==> src/rtl/sd_spi_responder.sv <==
// sd_spi_responder: SPI-mode microSD card model answering CMD0/8/55/41/17 from a 32-bit word memory
module sd_spi_responder #(
    parameter int ADDR_W    = 16,
    parameter int NCR_BYTES = 1,
    parameter int NAC_BYTES = 2
) (
    input  logic              sdr_clk_i,
    input  logic              sdr_rst_i,
    input  logic              sck_i,
    input  logic              ss_i,
    input  logic              mosi_i,
    output logic              miso_o,
    output logic              miso_oe_o,
    output logic [ADDR_W-1:0] mem_addr_o,
    output logic              mem_re_o,
    input  logic [31:0]       mem_data_i,
    output logic              card_idle_o,
    output logic              cmd_valid_o,
    output logic [5:0]        cmd_index_o,
    output logic [31:0]       cmd_arg_o
);
    localparam logic [2:0] WAIT_CMD = 3'd0;
    localparam logic [2:0] CMD_RX   = 3'd1;
    localparam logic [2:0] NCR      = 3'd2;
    localparam logic [2:0] RESP     = 3'd3;
    localparam logic [2:0] NAC      = 3'd4;
    localparam logic [2:0] TOKEN    = 3'd5;
    localparam logic [2:0] DATA     = 3'd6;
    localparam logic [2:0] CRC      = 3'd7;

    logic [1:0]        sck_sync_q, ss_sync_q, mosi_sync_q;
    logic              sck_prev_q;
    logic              sck_s, ss_s, mosi_s, sck_rise, sck_fall, byte_done;
    logic [2:0]        bit_cnt_q;
    logic [6:0]        rx_sh_q;
    logic [7:0]        tx_sh_q, rx_byte, tx_byte;
    logic [2:0]        state_q, state_d;
    logic [8:0]        cnt_q, cnt_d, nxt;
    logic [5:0]        idx_q, idx_d, cmd_index_q, cmd_index_d;
    logic [31:0]       arg_q, arg_d, cmd_arg_q, cmd_arg_d, word_q;
    logic [39:0]       resp_q, resp_d;
    logic [7:0]        r1;
    logic              r7_q, r7_d, rd_q, rd_d, idle_q, idle_d, app_q, app_d, oor;
    logic              cmd_valid_q, cmd_valid_d, mem_re_q, mem_re_d, rd_pend_q;
    logic [ADDR_W-8:0] base_q, base_d;
    logic [ADDR_W-1:0] mem_addr_q, mem_addr_d;

    assign sck_s       = sck_sync_q[1];
    assign ss_s        = ss_sync_q[1];
    assign mosi_s      = mosi_sync_q[1];
    assign sck_rise    = sck_s & ~sck_prev_q;
    assign sck_fall    = ~sck_s & sck_prev_q;
    assign byte_done   = sck_rise && bit_cnt_q == 3'd7 && !ss_s;
    assign rx_byte     = {rx_sh_q, mosi_s};
    assign oor         = |(arg_q >> (ADDR_W - 7));
    assign miso_o      = ss_s | tx_sh_q[7];
    assign miso_oe_o   = ~ss_s;
    assign mem_addr_o  = mem_addr_q;
    assign mem_re_o    = mem_re_q;
    assign card_idle_o = idle_q;
    assign cmd_valid_o = cmd_valid_q;
    assign cmd_index_o = cmd_index_q;
    assign cmd_arg_o   = cmd_arg_q;

    // two-flop synchronizers for the asynchronous SPI pins, plus SCK history for edge detection
    always_ff @(posedge sdr_clk_i) begin
        if (sdr_rst_i) begin
            sck_sync_q  <= 2'b00;
            ss_sync_q   <= 2'b11;
            mosi_sync_q <= 2'b11;
            sck_prev_q  <= 1'b0;
        end else begin
            sck_sync_q  <= {sck_sync_q[0], sck_i};
            ss_sync_q   <= {ss_sync_q[0], ss_i};
            mosi_sync_q <= {mosi_sync_q[0], mosi_i};
            sck_prev_q  <= sck_s;
        end
    end

    // byte engine: sample MOSI on SCK rise, reload TX at each 8th rise, shift MISO on the falls in between
    always_ff @(posedge sdr_clk_i) begin
        if (sdr_rst_i || ss_s) begin
            bit_cnt_q <= '0;
            rx_sh_q   <= '0;
            tx_sh_q   <= 8'hFF;
        end else if (sck_rise) begin
            bit_cnt_q <= bit_cnt_q + 3'd1;
            rx_sh_q   <= {rx_sh_q[5:0], mosi_s};
            if (bit_cnt_q == 3'd7)
                tx_sh_q <= tx_byte;
        end else if (sck_fall && bit_cnt_q != 3'd0) begin
            tx_sh_q <= {tx_sh_q[6:0], 1'b1};
        end
    end

    // card FSM: advances only at byte boundaries and picks the next byte to transmit
    always_comb begin
        state_d     = state_q;
        cnt_d       = cnt_q;
        idx_d       = idx_q;
        arg_d       = arg_q;
        resp_d      = resp_q;
        r7_d        = r7_q;
        rd_d        = rd_q;
        idle_d      = idle_q;
        app_d       = app_q;
        base_d      = base_q;
        cmd_index_d = cmd_index_q;
        cmd_arg_d   = cmd_arg_q;
        mem_addr_d  = mem_addr_q;
        cmd_valid_d = 1'b0;
        mem_re_d    = 1'b0;
        tx_byte     = 8'hFF;
        r1          = {5'b0, 1'b1, 1'b0, idle_q};
        nxt         = cnt_q + 9'd1;
        if (ss_s) begin
            state_d = WAIT_CMD;
            cnt_d   = '0;
        end else if (byte_done) begin
            case (state_q)
                WAIT_CMD: begin
                    if (rx_byte[7:6] == 2'b01) begin
                        idx_d   = rx_byte[5:0];
                        state_d = CMD_RX;
                        cnt_d   = '0;
                    end
                end
                CMD_RX: begin
                    if (cnt_q != 9'd4) begin
                        arg_d = {arg_q[23:0], rx_byte};
                        cnt_d = nxt;
                    end else begin
                        cmd_valid_d = 1'b1;
                        cmd_index_d = idx_q;
                        cmd_arg_d   = arg_q;
                        app_d       = 1'b0;
                        r7_d        = 1'b0;
                        rd_d        = 1'b0;
                        base_d      = arg_q[ADDR_W-8:0];
                        case (idx_q)
                            6'd0: begin
                                idle_d = 1'b1;
                                r1     = 8'h01;
                            end
                            6'd8: begin
                                r1   = {7'd0, idle_q};
                                r7_d = 1'b1;
                            end
                            6'd55: begin
                                r1    = {7'd0, idle_q};
                                app_d = 1'b1;
                            end
                            6'd41: begin
                                if (app_q) begin
                                    idle_d = 1'b0;
                                    r1     = 8'h00;
                                end
                            end
                            6'd17: begin
                                r1   = idle_q ? 8'h05 : oor ? 8'h40 : 8'h00;
                                rd_d = !idle_q && !oor;
                            end
                            default: ;
                        endcase
                        resp_d  = {r1, 16'h0000, 4'h0, arg_q[11:0]};
                        state_d = NCR;
                        cnt_d   = 9'd1;
                    end
                end
                NCR: begin
                    if (cnt_q == 9'(NCR_BYTES)) begin
                        tx_byte = resp_q[39:32];
                        resp_d  = resp_q << 8;
                        state_d = RESP;
                        cnt_d   = '0;
                    end else begin
                        cnt_d = nxt;
                    end
                end
                RESP: begin
                    if (r7_q && cnt_q < 9'd4) begin
                        tx_byte = resp_q[39:32];
                        resp_d  = resp_q << 8;
                        cnt_d   = nxt;
                    end else begin
                        state_d = rd_q ? NAC : WAIT_CMD;
                        cnt_d   = rd_q ? 9'd1 : 9'd0;
                    end
                end
                NAC: begin
                    if (cnt_q == 9'(NAC_BYTES)) begin
                        tx_byte    = 8'hFE;
                        state_d    = TOKEN;
                        mem_re_d   = 1'b1;
                        mem_addr_d = {base_q, 7'd0};
                    end else begin
                        cnt_d = nxt;
                    end
                end
                TOKEN: begin
                    tx_byte = word_q[31:24];
                    state_d = DATA;
                    cnt_d   = '0;
                end
                DATA: begin
                    if (cnt_q == 9'd511) begin
                        state_d = CRC;
                        cnt_d   = '0;
                    end else begin
                        tx_byte = word_q[{~nxt[1:0], 3'b000} +: 8];
                        cnt_d   = nxt;
                        if (nxt[1:0] == 2'd3 && nxt[8:2] != 7'h7F) begin
                            mem_re_d   = 1'b1;
                            mem_addr_d = {base_q, nxt[8:2] + 7'd1};
                        end
                    end
                end
                CRC: begin
                    state_d = cnt_q[0] ? WAIT_CMD : CRC;
                    cnt_d   = cnt_q[0] ? 9'd0 : 9'd1;
                end
                default: state_d = WAIT_CMD;
            endcase
        end
    end

    // FSM and card-status registers
    always_ff @(posedge sdr_clk_i) begin
        if (sdr_rst_i) begin
            state_q     <= WAIT_CMD;
            cnt_q       <= '0;
            idx_q       <= '0;
            arg_q       <= '0;
            resp_q      <= '0;
            r7_q        <= 1'b0;
            rd_q        <= 1'b0;
            idle_q      <= 1'b1;
            app_q       <= 1'b0;
            base_q      <= '0;
            cmd_index_q <= '0;
            cmd_arg_q   <= '0;
            cmd_valid_q <= 1'b0;
            mem_re_q    <= 1'b0;
            mem_addr_q  <= '0;
        end else begin
            state_q     <= state_d;
            cnt_q       <= cnt_d;
            idx_q       <= idx_d;
            arg_q       <= arg_d;
            resp_q      <= resp_d;
            r7_q        <= r7_d;
            rd_q        <= rd_d;
            idle_q      <= idle_d;
            app_q       <= app_d;
            base_q      <= base_d;
            cmd_index_q <= cmd_index_d;
            cmd_arg_q   <= cmd_arg_d;
            cmd_valid_q <= cmd_valid_d;
            mem_re_q    <= mem_re_d;
            mem_addr_q  <= mem_addr_d;
        end
    end

    // capture the requested word one cycle after the strobe; a deselect drops any read in flight
    always_ff @(posedge sdr_clk_i) begin
        if (sdr_rst_i) begin
            rd_pend_q <= 1'b0;
            word_q    <= '0;
        end else begin
            rd_pend_q <= mem_re_q && !ss_s;
            if (rd_pend_q && !ss_s)
                word_q <= mem_data_i;
        end
    end
endmodule
==> config.mk <==
export PLATFORM = sky130hd
export DESIGN_NAME = sd_spi_responder
export DESIGN_NICKNAME = d
export VERILOG_FILES = /design/src/rtl/sd_spi_responder.sv
export SDC_FILE = /design/constraint.sdc
export NUM_CORES = 1
export LEC_CHECK = 0
export CORE_MARGIN = 3
export CORE_UTILIZATION = 48
export DETAILED_ROUTE_END_ITERATION = 10
export PLACE_DENSITY = 0.7
export RECOVER_POWER = 100
export SYNTH_ARGS = -nofsm -noshare
export SYNTH_HDL_FRONTEND = slang
export SYNTH_SLANG_ARGS = --single-unit
==> constraint.sdc <==
create_clock -name sdr_clk_i -period 4.8 [get_ports sdr_clk_i]
set_input_delay 0.48 -clock sdr_clk_i [delete_from_list [all_inputs] [get_ports sdr_clk_i]]
set_output_delay 0.48 -clock sdr_clk_i [all_outputs]
set_load 0.01 [all_outputs]
Yosys cells after proc, flatten, opt, wreduce, memory -nomap -nowiden
Index checks and enable logic that the tools add are counted.
{"block": "op_classes", "n_reduce_logical": 33, "bitwise_logic": 10, "mux": 50, "eq_ne": 31, "div": 0, "mul": 0, "addsub": 3, "order_cmp": 1, "n_shift": 1}
{"cell": "40-bit two-way mux", "count": 3}
{"cell": "40-bit case mux with 3 select lines", "count": 1}
{"cell": "9-bit case mux with 8 select lines", "count": 1}
{"cell": "8-bit two-way mux", "count": 8}
{"cell": "9-bit two-way mux", "count": 6}
{"cell": "16-bit two-way mux", "count": 3}
{"cell": "8-bit case mux with 5 select lines", "count": 1}
{"cell": "16-bit case mux with 2 select lines", "count": 1}
{"cell": "32-bit by 6-bit variable part select with 8-bit output", "count": 1}
{"cell": "7-bit case mux with 4 select lines", "count": 1}
{"cell": "3-bit two-way mux", "count": 9}
{"cell": "3-bit case mux with 8 select lines", "count": 1}
{"cell": "23-bit OR reduction", "count": 1}
{"cell": "2-bit inequality test (second input constant)", "count": 11}
{"cell": "6-bit AND reduction", "count": 3}
{"cell": "3-bit equality test (second input constant)", "count": 5}
{"cell": "7-bit two-way mux", "count": 2}
{"cell": "6-bit equality test (second input constant)", "count": 2}
{"cell": "4-bit AND reduction", "count": 3}
{"cell": "1-bit two-way mux", "count": 11}
{"cell": "9-bit by 1-bit adder with 9-bit output (second input constant)", "count": 1}
{"cell": "9-bit by 1-bit equality test with 1-bit output (second input constant)", "count": 1}
{"cell": "9-bit by 2-bit equality test with 1-bit output (second input constant)", "count": 1}
{"cell": "9-bit equality test (second input constant)", "count": 1}
{"cell": "other kinds (30)", "count": 51}
{"block": "totals", "latchBits": 0, "ram_bits": 0, "regBits": 217, "in_bits": 37, "elab_cells": 153, "out_inout_bits": 59, "memories": 0, "mem_bits_ro": 0}

Logic depth before layout (Yosys ltp)
Gate-level depths: netlist of the first run.
{"block": "depth", "ltp_word": 9, "mapped_depth": 14, "mapped_depth_nobuf": 10}

Worst setup path after synthesis of the first run
OpenSTA, ideal clock, no wires.
{"block": "synth_path", "kind": "register -> register", "from": "register cnt_q[0]", "to": "register mem_addr_q[4], in the netlist mem_addr_o[4]", "n_path_buf": 3, "t_required_ns": 4.726, "arrival_ns": 2.684, "setup_slack_ns": 2.042, "stages_incl_launch_ff": 14, "setup_time_ns": 0.074, "synth_period_minus_slack_ns": 2.758, "cell_sequence": "dfxtp_1 ha_1 buf_2 and3_1 buf_2 and3_1 and3_1 ha_1 buf_1 a21oi_1 o211a_4 o21ai_2 or4_1 o21ai_0"}
{"block": "synth_via", "elab_chain_len": 5, "elab_cells_between_ends": 14, "classes_between": "add/sub: 2; eq/ne: 7; mux: 3; reduce/logical: 2"}
{"element": "from (decl)", "line_no": "38", "text": "logic [8:0] cnt_q, cnt_d, nxt;"}
{"element": "from (signal assigned)", "line_no": "247", "text": "cnt_q <= cnt_d;"}
{"element": "9-bit by 1-bit adder with 9-bit output", "line_no": "115", "text": "nxt = cnt_q + 9'd1;"}
{"element": "7-bit by 1-bit adder with 7-bit output (tied with other cells)", "line_no": "214", "text": "mem_addr_d = {base_q, nxt[8:2] + 7'd1};"}
{"element": "16-bit two-way mux or 1-bit logical AND (tied branches)", "line_no": "212", "text": "if (nxt[1:0] == 2'd3 && nxt[8:2] != 7'h7F) begin"}
{"element": "16-bit two-way mux or 2-bit inequality test (tied branches)"}
{"element": "16-bit case mux with 2 select lines or 6-bit AND reduction (tied branches)"}
{"element": "to (signal assigned)", "line_no": "260", "text": "mem_addr_q <= mem_addr_d;"}
{"element": "to (decl)", "line_no": "46", "text": "logic [ADDR_W-1:0] mem_addr_q, mem_addr_d;"}
Parallel ways exist; a longest one is shown, timed or not. The select of a mux whose other input is x is not followed.
A chain may end at the register's enable or synchronous reset.

Worst setup path in the final report of the first run
{"block": "layout_path", "from": "register cnt_q[1]", "to": "register mem_addr_q[4], in the netlist mem_addr_o[4]"}
The elaborated chain is that of the path after synthesis.

==> metrics.txt, run 1 <==
routed length per placed instance 15.4 µm; chip width 142 µm; power per unit of standard cell area 328 mW/mm²; Detailed Place HPWL 14.5 mm; Post-Synthesis Cells 1117; total core area 0.0177 mm²; depth of the worst hold-timing path 1; setup TNS 0 ps; number of enable-type register cells in the synthesized netlist 0; sw power 0.709 mW; vias per cell 5.60; FF-to-FF setup slack 960 ps; violated checks max-capacitance violations, max-slew violations; starting utilization of the core area 50.0%; internal power 2.72 mW; portion of the clock cycle consumed by the worst path in the final layout 80.0%; portion of the post-synthesis area used by sequential elements 47.2%; Crit Reg-Reg Startpoint cnt_q[1]$_SDFFE_PP0P_; Synthesized Nets 1162; logic gate share of total power 1.9%; count of clock tree sinks 208; maximum achievable frequency 260 MHz; final number of hold-violating endpoints 0; number of warnings issued by yosys 0; Mapped Area 0.00882 mm²; pin count of the biggest net entering global routing 69; number of nets with antenna violations after routing 0; average instance area after synthesis 7.90 µm²; final count of pins violating max slew 112; first-pass detailed-route iteration total 5; Post-CTS Hold Fix Bufs 0; slew at the pin closest to its max-slew limit 2960 ps; result of the run finished, violations left; Worst Path Class, Setup reg -> reg; Remaining Overflow, GRT 0; share of layout cells above drive strength 1 5.62%; GRT Util Overall 21.0%; post-layout min period 3840 ps; start point of the worst min-delay path mosi_sync_q[0]$_SDFF_PP1_; Crit Reg-Reg Endpoint mem_addr_o[4]$_SDFFE_PP0P_; Worst Path Arrival 4260 ps; most common flop cell mapped by yosys sky130_fd_sc_hd__dfxtp_1; minimum hold slack 419 ps; DRT Wirelength 21.6 mm; Detailed Route Iter0 Violations 631; peak fanout along the critical path 16; cell chosen for the clock root sky130_fd_sc_hd__clkbuf_16; via total after detailed routing 7838; net switching fraction of the power 20.7%; clock-pin slew on the worst setup and hold paths 60 ps; post-cts sizing count 0; Worst Hold Path EP mosi_sync_q[1]$_SDFF_PP1_; number of distinct library cell variants in the gate-level netlist after synthesis 63; global-route wire length before repair 35.8 mm; flops & latches, synth 208; worst IR drop on VDD 0.264 mV; P_leak 3.60 nW; vias in the first global route 7207; fraction of registers with async set or reset after synthesis 0%; die extent in y 142 µm; clock skew 12.8 ps; count of endpoints failing setup in the final report 0; worst slew slack as a fraction of its limit -97.7%; number of antenna violations at the first check in global routing 0; count of maximum capacitance violations 2; kind of path behind the tightest hold check reg -> reg; Flop pwr share 50.5%; Final Net Count 1208; DIE AREA 0.0200 mm²; DRC violation count after routing 0; H-tree depth reported by CTS 1; worst reg2reg path depth 10; unrepaired setup endpoints after global routing false; Port Buffer Count 95; number of top-level pins 96; final RePlAce weighted congestion 0.900; Layout area overhead 18.4%; number of filler cells placed in the layout 1639; buffers inserted during post-CTS setup optimization 0; Max clock buf depth 3; ant diodes 0; Rows 48; Req. time, crit path 5220 ps; CTS Buf Count 23; source-to-sink clock delay at the later pin of the worst-skew pair 510 ps; portion of total power attributed to the clock network 47.6%; clock tree from TritonCTS yes; nature of the critical path startpoint flip-flop; capturing element type of the critical path flip-flop
==> critical path, stage by stage, from the launching register on <==
cell and delay, ps:
sky130_fd_sc_hd__dfxtp_1 410, sky130_fd_sc_hd__ha_1 340, sky130_fd_sc_hd__and3_1 300, sky130_fd_sc_hd__and3_1 220
sky130_fd_sc_hd__and3_1 180, sky130_fd_sc_hd__ha_1 300, sky130_fd_sc_hd__a21oi_1 230, sky130_fd_sc_hd__o211a_1 430
sky130_fd_sc_hd__o21ai_0 600, sky130_fd_sc_hd__or4_1 670, sky130_fd_sc_hd__o21ai_0 80
==> cells in the mapped netlist, types with 9 or more instances <==
master	instances	area (µm²)
sky130_fd_sc_hd__dfxtp_1	208	4160
sky130_fd_sc_hd__o211ai_1	13	97.6
sky130_fd_sc_hd__inv_1	11	41.3
sky130_fd_sc_hd__o21ai_0	50	250
sky130_fd_sc_hd__nand3_1	51	255
sky130_fd_sc_hd__nor4_1	9	56.3
sky130_fd_sc_hd__nor2b_1	10	62.6
sky130_fd_sc_hd__nand2_1	313	1170
sky130_fd_sc_hd__clkbuf_1	67	251
sky130_fd_sc_hd__a21oi_1	186	931
sky130_fd_sc_hd__nor2_1	31	116
sky130_fd_sc_hd__nand4_1	9	56.3
sky130_fd_sc_hd__buf_2	13	65.1
==> layout by cell type (no fill, tap or decap), drive strengths merged, types with 6 or more instances in the layout <==
master           n
a211oi           6
a21oi          187
a32oi            6
and3             7
buf              8
clkbuf          35
clkdlybuf4s50   35
dfxtp          208
dlygate4sd3     59
ha               8
inv             13
mux2i            7
mux4             8
nand2          313
nand2b           7
nand3           51
nand4            9
nor2            33
nor2b           10
nor3             7
nor4            12
o211ai          13
o21ai           55
o22ai            8
or2              8
xnor2            6
==> per-stage QoR <==
step | utilization (%) | setup slack, ps | power [mW] | area (µm²) | instances
6_report | 59.1 | 959 | 3.43 | 10400 | 1399
5_1_grt | 59.1 | 655 | 3.53 | 10400 | 1399
4_1_cts | 59.4 | 1550 | 3.47 | 10500 | 1399
3_5_place_dp | 55.5 | 1590 | 1.83 | 9800 | 1363
3_3_place_gp | 55.5 | 1640 | 1.83 | 9800 | 1363
2_1_floorplan | - | 2040 | 1.80 | 8820 | 1117
==> cells by family after synthesis <==
kind of cell | Yosys count | share of synthesized area [%]
adder cells (fa/ha/maj) | 8 | 1.13
AO/OA/AOI/OAI | 302 | 19.3
buffers and inverters | 96 | 4.44
XOR/XNOR | 8 | 0.794
multiplexers | 15 | 2.84
flip-flops | 208 | 47.2
AND/OR/NAND/NOR | 480 | 24.3
==> power by group through the flow <==
stage	Combinational, mW	Sequential, mW	Clock, mW
after CTS	0.0650	1.73	1.67
after global placement	0.0651	1.77	0
after detailed placement	0.0646	1.77	0
final	0.0640	1.73	1.63
after global routing	0.0694	1.73	1.73
after floorplan	0.0289	1.77	0
==> sequential cells by signal, summed over array words and instances, names as in the netlist, 2 cells and up <==
signal	flops
state_q	3
idx_q	6
bit_cnt_q	3
cmd_arg_o	32
tx_sh_q	8
word_q	32
sck_sync_q	2
cmd_index_o	6
resp_q	40
mosi_sync_q	2
cnt_q	9
ss_sync_q	2
rx_sh_q	7
arg_q	32
mem_addr_o	16
==> layer usage <==
metal / track usage (%) / wire length (µm) / up-vias / part of all wire (%)
li1: - / - / 3945 / -
met1: 31.1 / 10200 / 3620 / 47
met2: 32.4 / 9690 / 244 / 45
met3: 2.39 / 1360 / 29 / 6.3
met4: 5.66 / 329 / 0 / 1.5
met5: 0 / 0 / - / 0
==> area by class of cell <==
type / count / area (µm²) / area share, %
multi-input cells: 813 / 4250 / 40.7
clock inverters: 5 / 60.1 / 0.575
clock buffers: 31 / 626 / 5.99
inverters: 11 / 41.3 / 0.395
repair buffers: 106 / 1020 / 9.75
flip-flops and latches: 208 / 4160 / 39.9
well taps: 225 / 282 / 2.70
==> how the worst max path moves through the flow <==
stage | startpoint | endpoint | slack (ps) | depth (start not counted)
after floorplan | cnt_q[0]$_SDFFE_PP0P_ | mem_addr_o[4]$_SDFFE_PP0P_ | 2040 | 13
after global placement | cnt_q[1]$_SDFFE_PP0P_ | cnt_q[6]$_SDFFE_PP0P_ | 1640 | 10
after detailed placement | cnt_q[1]$_SDFFE_PP0P_ | cnt_q[6]$_SDFFE_PP0P_ | 1590 | 10
after CTS | cnt_q[1]$_SDFFE_PP0P_ | cnt_q[6]$_SDFFE_PP0P_ | 1550 | 10
after global routing | cnt_q[1]$_SDFFE_PP0P_ | mem_addr_o[4]$_SDFFE_PP0P_ | 650 | 10
final | cnt_q[1]$_SDFFE_PP0P_ | mem_addr_o[4]$_SDFFE_PP0P_ | 960 | 10
Note: power is estimated with default switching activity, not from simulation.
==> run 2: changes to the inputs <==
clock period = 3.8 ns   (was 4.8 ns; I/O delays follow)
==> metrics.txt, run 2 (synthesis results as in run 1) <==
clock-pin slew on the worst setup and hold paths 60 ps (about the same); Worst Path Class, Setup reg -> reg (unchanged); number of flip-flops under the largest register name 40 (unchanged); result of the run finished, violations left (unchanged); final number of hold-violating endpoints 0 (unchanged); DIE AREA 0.0200 mm² (unchanged); number of antenna violations at the first check in global routing 0 (unchanged); depth of the worst hold-timing path 1 (unchanged); ant diodes 0 (unchanged); clock skew 12.3 ps (was 12.8 ps); Detailed Route Iter0 Violations 649 (was 631); Rows 48 (unchanged); leading cell type in the layout, fill and taps excluded sky130_fd_sc_hd__nand2_1 (unchanged); FF-to-FF setup slack 420 ps (was 960 ps); count of endpoints failing setup in the final report 0 (unchanged); nature of the critical path startpoint flip-flop (unchanged); vias per cell 5.62 (was 5.60); final count of pins violating max slew 56 (was 112); Worst Path Arrival 3750 ps (was 4260 ps); Crit Reg-Reg Endpoint cnt_q[6]$_SDFFE_PP0P_ (was mem_addr_o[4]$_SDFFE_PP0P_); Crit Reg-Reg Startpoint cnt_q[1]$_SDFFE_PP0P_ (unchanged); setup TNS 0 ps (unchanged); cell chosen for the clock root sky130_fd_sc_hd__clkbuf_16 (unchanged); kind of path behind the tightest hold check reg -> reg (unchanged); Req. time, crit path 4170 ps (was 5220 ps); via total after detailed routing 7880 (was 7838); Max clock buf depth 3 (unchanged); worst reg2reg path depth 10 (unchanged); buffers inserted during post-CTS setup optimization 0 (unchanged); routed length per placed instance 15.8 µm (was 15.4 µm); worst IR drop on VDD 0.360 mV (was 0.264 mV); number of filler cells placed in the layout 1624 (was 1639); unrepaired setup endpoints after global routing false (unchanged); DRT Wirelength 22.1 mm (was 21.6 mm); H-tree depth reported by CTS 1 (unchanged); Worst Hold Path EP ss_sync_q[1]$_SDFF_PP1_ (was mosi_sync_q[1]$_SDFF_PP1_); Port Buffer Count 95 (unchanged); first-pass detailed-route iteration total 5 (unchanged); maximum achievable frequency 296 MHz (was 260 MHz); post-layout utilization of the core 59.6% (was 59.1%); post-layout min period 3380 ps (was 3840 ps); worst slew slack as a fraction of its limit -48.9% (was -97.7%); number of top-level pins 96 (unchanged); Detailed Place HPWL 14.6 mm (was 14.5 mm); most frequent cells in the layout 313 x sky130_fd_sc_hd__nand2_1, 208 x sky130_fd_sc_hd__dfxtp_1, 186 x sky130_fd_sc_hd__a21oi_1 (was 313 x sky130_fd_sc_hd__nand2_1, 208 x sky130_fd_sc_hd__dfxtp_1, 187 x sky130_fd_sc_hd__a21oi_1); portion of the clock cycle consumed by the worst path in the final layout 88.9% (was 80.0%); die extent in y 142 µm (unchanged); DRC violation count after routing 0 (unchanged); share of layout cells above drive strength 1 6.29% (was 5.62%); start point of the worst min-delay path ss_sync_q[0]$_SDFF_PP1_ (was mosi_sync_q[0]$_SDFF_PP1_); post-cts sizing count 0 (unchanged); GRT Util Overall 21.4% (was 21.0%); slew at the pin closest to its max-slew limit 2230 ps (was 2960 ps); peak fanout along the critical path 11 (was 16); CTS Buf Count 22 (was 23); vias in the first global route 7231 (was 7207); capturing element type of the critical path flip-flop (unchanged); pin count of the biggest net entering global routing 67 (was 69); source-to-sink clock delay at the later pin of the worst-skew pair 500 ps (was 510 ps); register containing the most flip-flops in the final layout resp_q (unchanged); chip width 142 µm (unchanged); final RePlAce weighted congestion 0.896 (was 0.900); global-route wire length before repair 36.2 mm (was 35.8 mm); violated checks max-capacitance violations, max-slew violations (unchanged); total core area 0.0177 mm² (unchanged); number of nets with antenna violations after routing 0 (unchanged); count of maximum capacitance violations 1 (was 2); clock tree from TritonCTS yes (unchanged); count of clock tree sinks 208 (unchanged); Remaining Overflow, GRT 0 (unchanged); Layout area overhead 19.3% (was 18.4%); Final Net Count 1208 (unchanged); power per unit of standard cell area 420 mW/mm² (was 328 mW/mm²); Post-CTS Hold Fix Bufs 0 (unchanged); P_leak 3.64 nW (was 3.60 nW); starting utilization of the core area 50.0% (unchanged)
-- run 2: cell count changes in the layout (fill, tap and decap cells not counted), moves of 2 or more --
| cell | previous run | this run |
|---|---|---|
| sky130_fd_sc_hd__clkbuf_1 | 8 | 6 |
| sky130_fd_sc_hd__clkbuf_2 | 2 | 4 |
| sky130_fd_sc_hd__clkbuf_8 | 2 | 4 |
| sky130_fd_sc_hd__clkinv_2 | 1 | 3 |
| sky130_fd_sc_hd__inv_6 | 2 | 0 |
-- run 2: area by class of cell --
type	instances	area, µm²	share of cell area (%)
Multi-Input combinational cell	813	4290	40.7
Sequential cell	208	4160	39.6
Timing Repair Buffer	107	1020	9.74
Clock buffer	32	649	6.17
Tap cell	225	282	2.68
Clock inverter	5	75.1	0.713
Inverter	11	41.3	0.392
-- run 2: worst max-delay path, stage by stage, from the launching register on --
cell and delay, ps:
sky130_fd_sc_hd__dfxtp_1 530, sky130_fd_sc_hd__ha_1 440, sky130_fd_sc_hd__and3_1 340, sky130_fd_sc_hd__and3_1 220, sky130_fd_sc_hd__and3_1 170, sky130_fd_sc_hd__ha_1 370
sky130_fd_sc_hd__a21oi_1 180, sky130_fd_sc_hd__a31oi_1 530, sky130_fd_sc_hd__a21oi_4 180, sky130_fd_sc_hd__a21oi_1 190, sky130_fd_sc_hd__mux2i_1 100
-- run 2: where the power goes --
part	internal (mW)	switching [mW]	leakage [nW]
clock network	1.31	0.842	0.358
logic	0.0384	0.0424	1.60
registers	2.18	0.00289	1.68
-- run 2: worst max path at each step --
stage | slack, ps | endpoint | cells past startpoint | from
after global placement | 580 | cnt_q[6]$_SDFFE_PP0P_ | 10 | cnt_q[1]$_SDFFE_PP0P_
after global routing | 140 | cnt_q[6]$_SDFFE_PP0P_ | 10 | cnt_q[1]$_SDFFE_PP0P_
final | 420 | cnt_q[6]$_SDFFE_PP0P_ | 10 | cnt_q[1]$_SDFFE_PP0P_
after floorplan | 1040 | mem_addr_o[4]$_SDFFE_PP0P_ | 13 | cnt_q[0]$_SDFFE_PP0P_
after detailed placement | 500 | cnt_q[6]$_SDFFE_PP0P_ | 10 | cnt_q[1]$_SDFFE_PP0P_
after CTS | 480 | cnt_q[6]$_SDFFE_PP0P_ | 10 | cnt_q[1]$_SDFFE_PP0P_
-- run 2: metal layers --
metal / track usage, % / vias up / routed length (µm)
met5: 0 / - / 0
met4: 4.44 / 0 / 387
met3: 2.90 / 34 / 1310
met2: 34.4 / 219 / 9900
met1: 31.0 / 3684 / 10500
li1: - / 3943 / -
-- run 2: through the flow --
| step | area, µm² | setup slack, ps | power (mW) | std cells | hold WS [ps] |
|---|---|---|---|---|---|
| floorplan | 8820 | 1040 | 2.27 | 1117 | 389 |
| global placement | 9810 | 577 | 2.32 | 1364 | 393 |
| detailed placement | 9810 | 499 | 2.32 | 1364 | 397 |
| CTS | 10500 | 481 | 4.45 | 1401 | 348 |
| global route | 10500 | 142 | 4.54 | 1401 | 418 |
| finish | 10500 | 420 | 4.42 | 1401 | 410 |
==> run 3: changes to the inputs <==
ABC_AREA = 1   (was not set)
PLACE_DENSITY = 0.69   (was 0.7)
==> metrics.txt, run 3 <==
result of the run finished, violations left (unchanged); violated checks max-capacitance violations, max-slew violations (unchanged); unrepaired setup endpoints after global routing false (unchanged); number of enable-type register cells in the synthesized netlist 0 (unchanged); Req. time, crit path 4090 ps (was 4170 ps); H-tree depth reported by CTS 1 (unchanged); vias in the first global route 7472 (was 7231); leading cell type in the layout, fill and taps excluded sky130_fd_sc_hd__dfxtp_1 (was sky130_fd_sc_hd__nand2_1); DRC violation count after routing 0 (unchanged); pin count of the biggest net entering global routing 112 (was 67); share of layout cells above drive strength 1 5.33% (was 6.29%); final RePlAce weighted congestion 0.962 (was 0.896); Worst Path Class, Setup reg -> reg (unchanged); Detailed Place HPWL 15.6 mm (was 14.6 mm); vias per cell 5.30 (was 5.62); clock tree from TritonCTS yes (unchanged); peak fanout along the critical path 31 (was 11); maximum achievable frequency 328 MHz (was 296 MHz); slew at the pin closest to its max-slew limit 1940 ps (was 2230 ps); minimum hold slack 408 ps (was 410 ps); Post-CTS Hold Fix Bufs 0 (unchanged); setup TNS 0 ps (unchanged); number of filler cells placed in the layout 1728 (was 1624); global-route wire length before repair 37.9 mm (was 36.2 mm); cell chosen for the clock root sky130_fd_sc_hd__clkbuf_16 (unchanged); Flop pwr share 48.1% (was 49.4%); final count of pins violating max slew 157 (was 56); sw power 0.923 mW (was 0.888 mW); ant diodes 0 (unchanged); worst slew slack as a fraction of its limit -29.0% (was -48.9%); post-layout min period 3050 ps (was 3380 ps); die extent in y 143 µm (was 142 µm); P_leak 4.27 nW (was 3.64 nW); portion of total power attributed to the clock network 49.7% (was 48.7%); via total after detailed routing 8175 (was 7880); DIE AREA 0.0204 mm² (was 0.0200 mm²); logic gate share of total power 2.2% (was 1.8%); fraction of registers with async set or reset after synthesis 0% (unchanged); number of nets with antenna violations after routing 0 (unchanged); number of warnings issued by yosys 0 (unchanged); portion of the clock cycle consumed by the worst path in the final layout 80.3% (was 88.9%); count of clock tree sinks 208 (unchanged); CTS Buf Count 22 (unchanged); chip width 143 µm (was 142 µm); most frequent cells in the layout 208 x sky130_fd_sc_hd__dfxtp_1, 175 x sky130_fd_sc_hd__a21oi_1, 174 x sky130_fd_sc_hd__o21ai_0 (was 313 x sky130_fd_sc_hd__nand2_1, 208 x sky130_fd_sc_hd__dfxtp_1, 186 x sky130_fd_sc_hd__a21oi_1); met3 Resource Use GR 3.22% (was 2.90%); capturing element type of the critical path flip-flop (unchanged); DRT Wirelength 23.0 mm (was 22.1 mm); most common flop cell mapped by yosys sky130_fd_sc_hd__dfxtp_1 (unchanged); worst IR drop on VDD 0.375 mV (was 0.360 mV); Worst Path Arrival 3340 ps (was 3750 ps); source-to-sink clock delay at the later pin of the worst-skew pair 500 ps (about the same); start point of the worst min-delay path mosi_sync_q[0]$_SDFF_PP1_ (was ss_sync_q[0]$_SDFF_PP1_); post-cts sizing count 0 (unchanged); met2 GRT Util 36.8% (was 34.4%); cell type contributing the most total cell area after synthesis sky130_fd_sc_hd__dfxtp_1 (unchanged); Synthesized Nets 1287 (was 1162); top-count cell post-synth sky130_fd_sc_hd__dfxtp_1 (was sky130_fd_sc_hd__nand2_1); nature of the critical path startpoint flip-flop (unchanged); buffers inserted during post-CTS setup optimization 0 (unchanged); Layout area overhead 19.2% (was 19.3%); met1 GRT Util 30.5% (was 31.0%); flops & latches, synth 208 (unchanged); number of distinct library cell variants in the gate-level netlist after synthesis 34 (was 63); area share of the largest cell type after synthesis 46.4% (was 47.2%); Placement Cell Area 0.00998 mm² (was 0.00981 mm²); total core area 0.0181 mm² (was 0.0177 mm²); routed length per placed instance 14.9 µm (was 15.8 µm); Crit Reg-Reg Startpoint state_q[1]$_SDFFE_PP0P_ (was cnt_q[1]$_SDFFE_PP0P_); average instance area after synthesis 7.23 µm² (was 7.90 µm²); register containing the most flip-flops in the final layout resp_q (unchanged); final number of hold-violating endpoints 0 (unchanged); count of endpoints failing setup in the final report 0 (unchanged); Remaining Overflow, GRT 0 (unchanged); startpoint of the worst setup timing path state_q[1]$_SDFFE_PP0P_ (was cnt_q[1]$_SDFFE_PP0P_); clock-pin slew on the worst setup and hold paths 60 ps (about the same); Post-Synthesis Cells 1242 (was 1117); clock skew 10.0 ps (was 12.3 ps); power per unit of standard cell area 424 mW/mm² (was 420 mW/mm²); number of flip-flops under the largest register name 40 (unchanged); internal power 3.62 mW (was 3.53 mW); starting utilization of the core area 49.5% (was 50.0%); number of antenna violations at the first check in global routing 0 (unchanged); Post-Layout Inst Area 0.0107 mm² (was 0.0105 mm²); Mapped Area 0.00898 mm² (was 0.00882 mm²); Most Crowded Layer GR met2 (unchanged); kind of path behind the tightest hold check reg -> reg (unchanged); Detailed Route Iter0 Violations 588 (was 649); first-pass detailed-route iteration total 7 (was 5); count of maximum capacitance violations 2 (was 1); Max clock buf depth 3 (unchanged); top cells by area in the synthesized netlist sky130_fd_sc_hd__dfxtp_1 46%, sky130_fd_sc_hd__a21oi_1 9.7%, sky130_fd_sc_hd__o21ai_0 9.4% (was sky130_fd_sc_hd__dfxtp_1 47%, sky130_fd_sc_hd__nand2_1 13%, sky130_fd_sc_hd__a21oi_1 11%); Final Net Count 1343 (was 1208); number of top-level pins 96 (unchanged); Port Buffer Count 95 (unchanged); GRT Util Overall 22.2% (was 21.4%); net switching fraction of the power 20.3% (was 20.1%); total power draw 4.54 mW (was 4.42 mW); portion of the post-synthesis area used by sequential elements 46.4% (was 47.2%); Commonest cells post-synth 208 x sky130_fd_sc_hd__dfxtp_1, 174 x sky130_fd_sc_hd__a21oi_1, 169 x sky130_fd_sc_hd__o21ai_0, 167 x sky130_fd_sc_hd__nor2_1, 154 x sky130_fd_sc_hd__nand2_1 (was 313 x sky130_fd_sc_hd__nand2_1, 208 x sky130_fd_sc_hd__dfxtp_1, 186 x sky130_fd_sc_hd__a21oi_1, 67 x sky130_fd_sc_hd__clkbuf_1, 51 x sky130_fd_sc_hd__nand3_1); post-layout utilization of the core 59.0% (was 59.6%); Rows 49 (was 48)
==> run 3: path summary, 6_finish.rpt <==
path	to	slack, ps	depth (start not counted)
max	resp_q[32]$_SDFFE_PP0P_	750	9
min	mosi_sync_q[1]$_SDFF_PP1_	410	1
max reg2reg	resp_q[32]$_SDFFE_PP0P_	750	9
min reg2reg	mosi_sync_q[1]$_SDFF_PP1_	410	1
==> run 3: routing by layer <==
layer  vias up  share of wire, %
met2       170                47
met4         0               2.4
met3        31               3.8
li1       4230                 -
met1      3744                47
met5         -                 0
==> run 3: kinds of logic (layout without fill, tap and decap cells) <==
logic type | count (synthesis) | count (layout) | share of synthesized area (%)
flip-flops | 208 | 208 | 46.4
AO/OA/AOI/OAI | 375 | 375 | 21.7
adder cells (fa/ha/maj) | 8 | 8 | 1.11
buffers and inverters | 195 | 266 | 9.05
AND/OR/NAND/NOR | 456 | 456 | 21.8
==> run 3: area by class of cell <==
type                            count  area, µm²  share of cell area (%)
Tap cell                          229        287                    2.68
Clock inverter                      7        128                    1.19
Inverter                          117        439                    4.10
Sequential cell                   208       4160                    38.9
Multi-Input combinational cell    839       3990                    37.2
Timing Repair Buffer              110       1050                    9.84
Clock buffer                       32        648                    6.05
==> run 3: power by group through the flow <==
stage / Combinational, mW / Clock, mW / Sequential [mW]
3_3_place_gp: 0.100 / 0 / 2.23
2_1_floorplan: 0.0469 / 0 / 2.23
3_5_place_dp: 0.0999 / 0 / 2.23
5_1_grt: 0.109 / 2.40 / 2.18
4_1_cts: 0.102 / 2.30 / 2.19
6_report: 0.0994 / 2.26 / 2.19
==> run 3: critical path: stages (launching register included) <==
cell,delay (ps)
sky130_fd_sc_hd__dfxtp_1,590
sky130_fd_sc_hd__nand2_1,420
sky130_fd_sc_hd__nor2_1,370
sky130_fd_sc_hd__nand2_1,210
sky130_fd_sc_hd__o21ai_0,180
sky130_fd_sc_hd__nor2_1,100
sky130_fd_sc_hd__inv_1,720
sky130_fd_sc_hd__nor2_1,90
sky130_fd_sc_hd__nand2_1,90
sky130_fd_sc_hd__a21oi_1,60
==> run 3: metrics by stage <==
stage	setup slack (ps)	cells
after floorplan	1780	1242
after global placement	1390	1503
after detailed placement	1320	1503
after CTS	1310	1542
after global routing	531	1542
final	748	1542
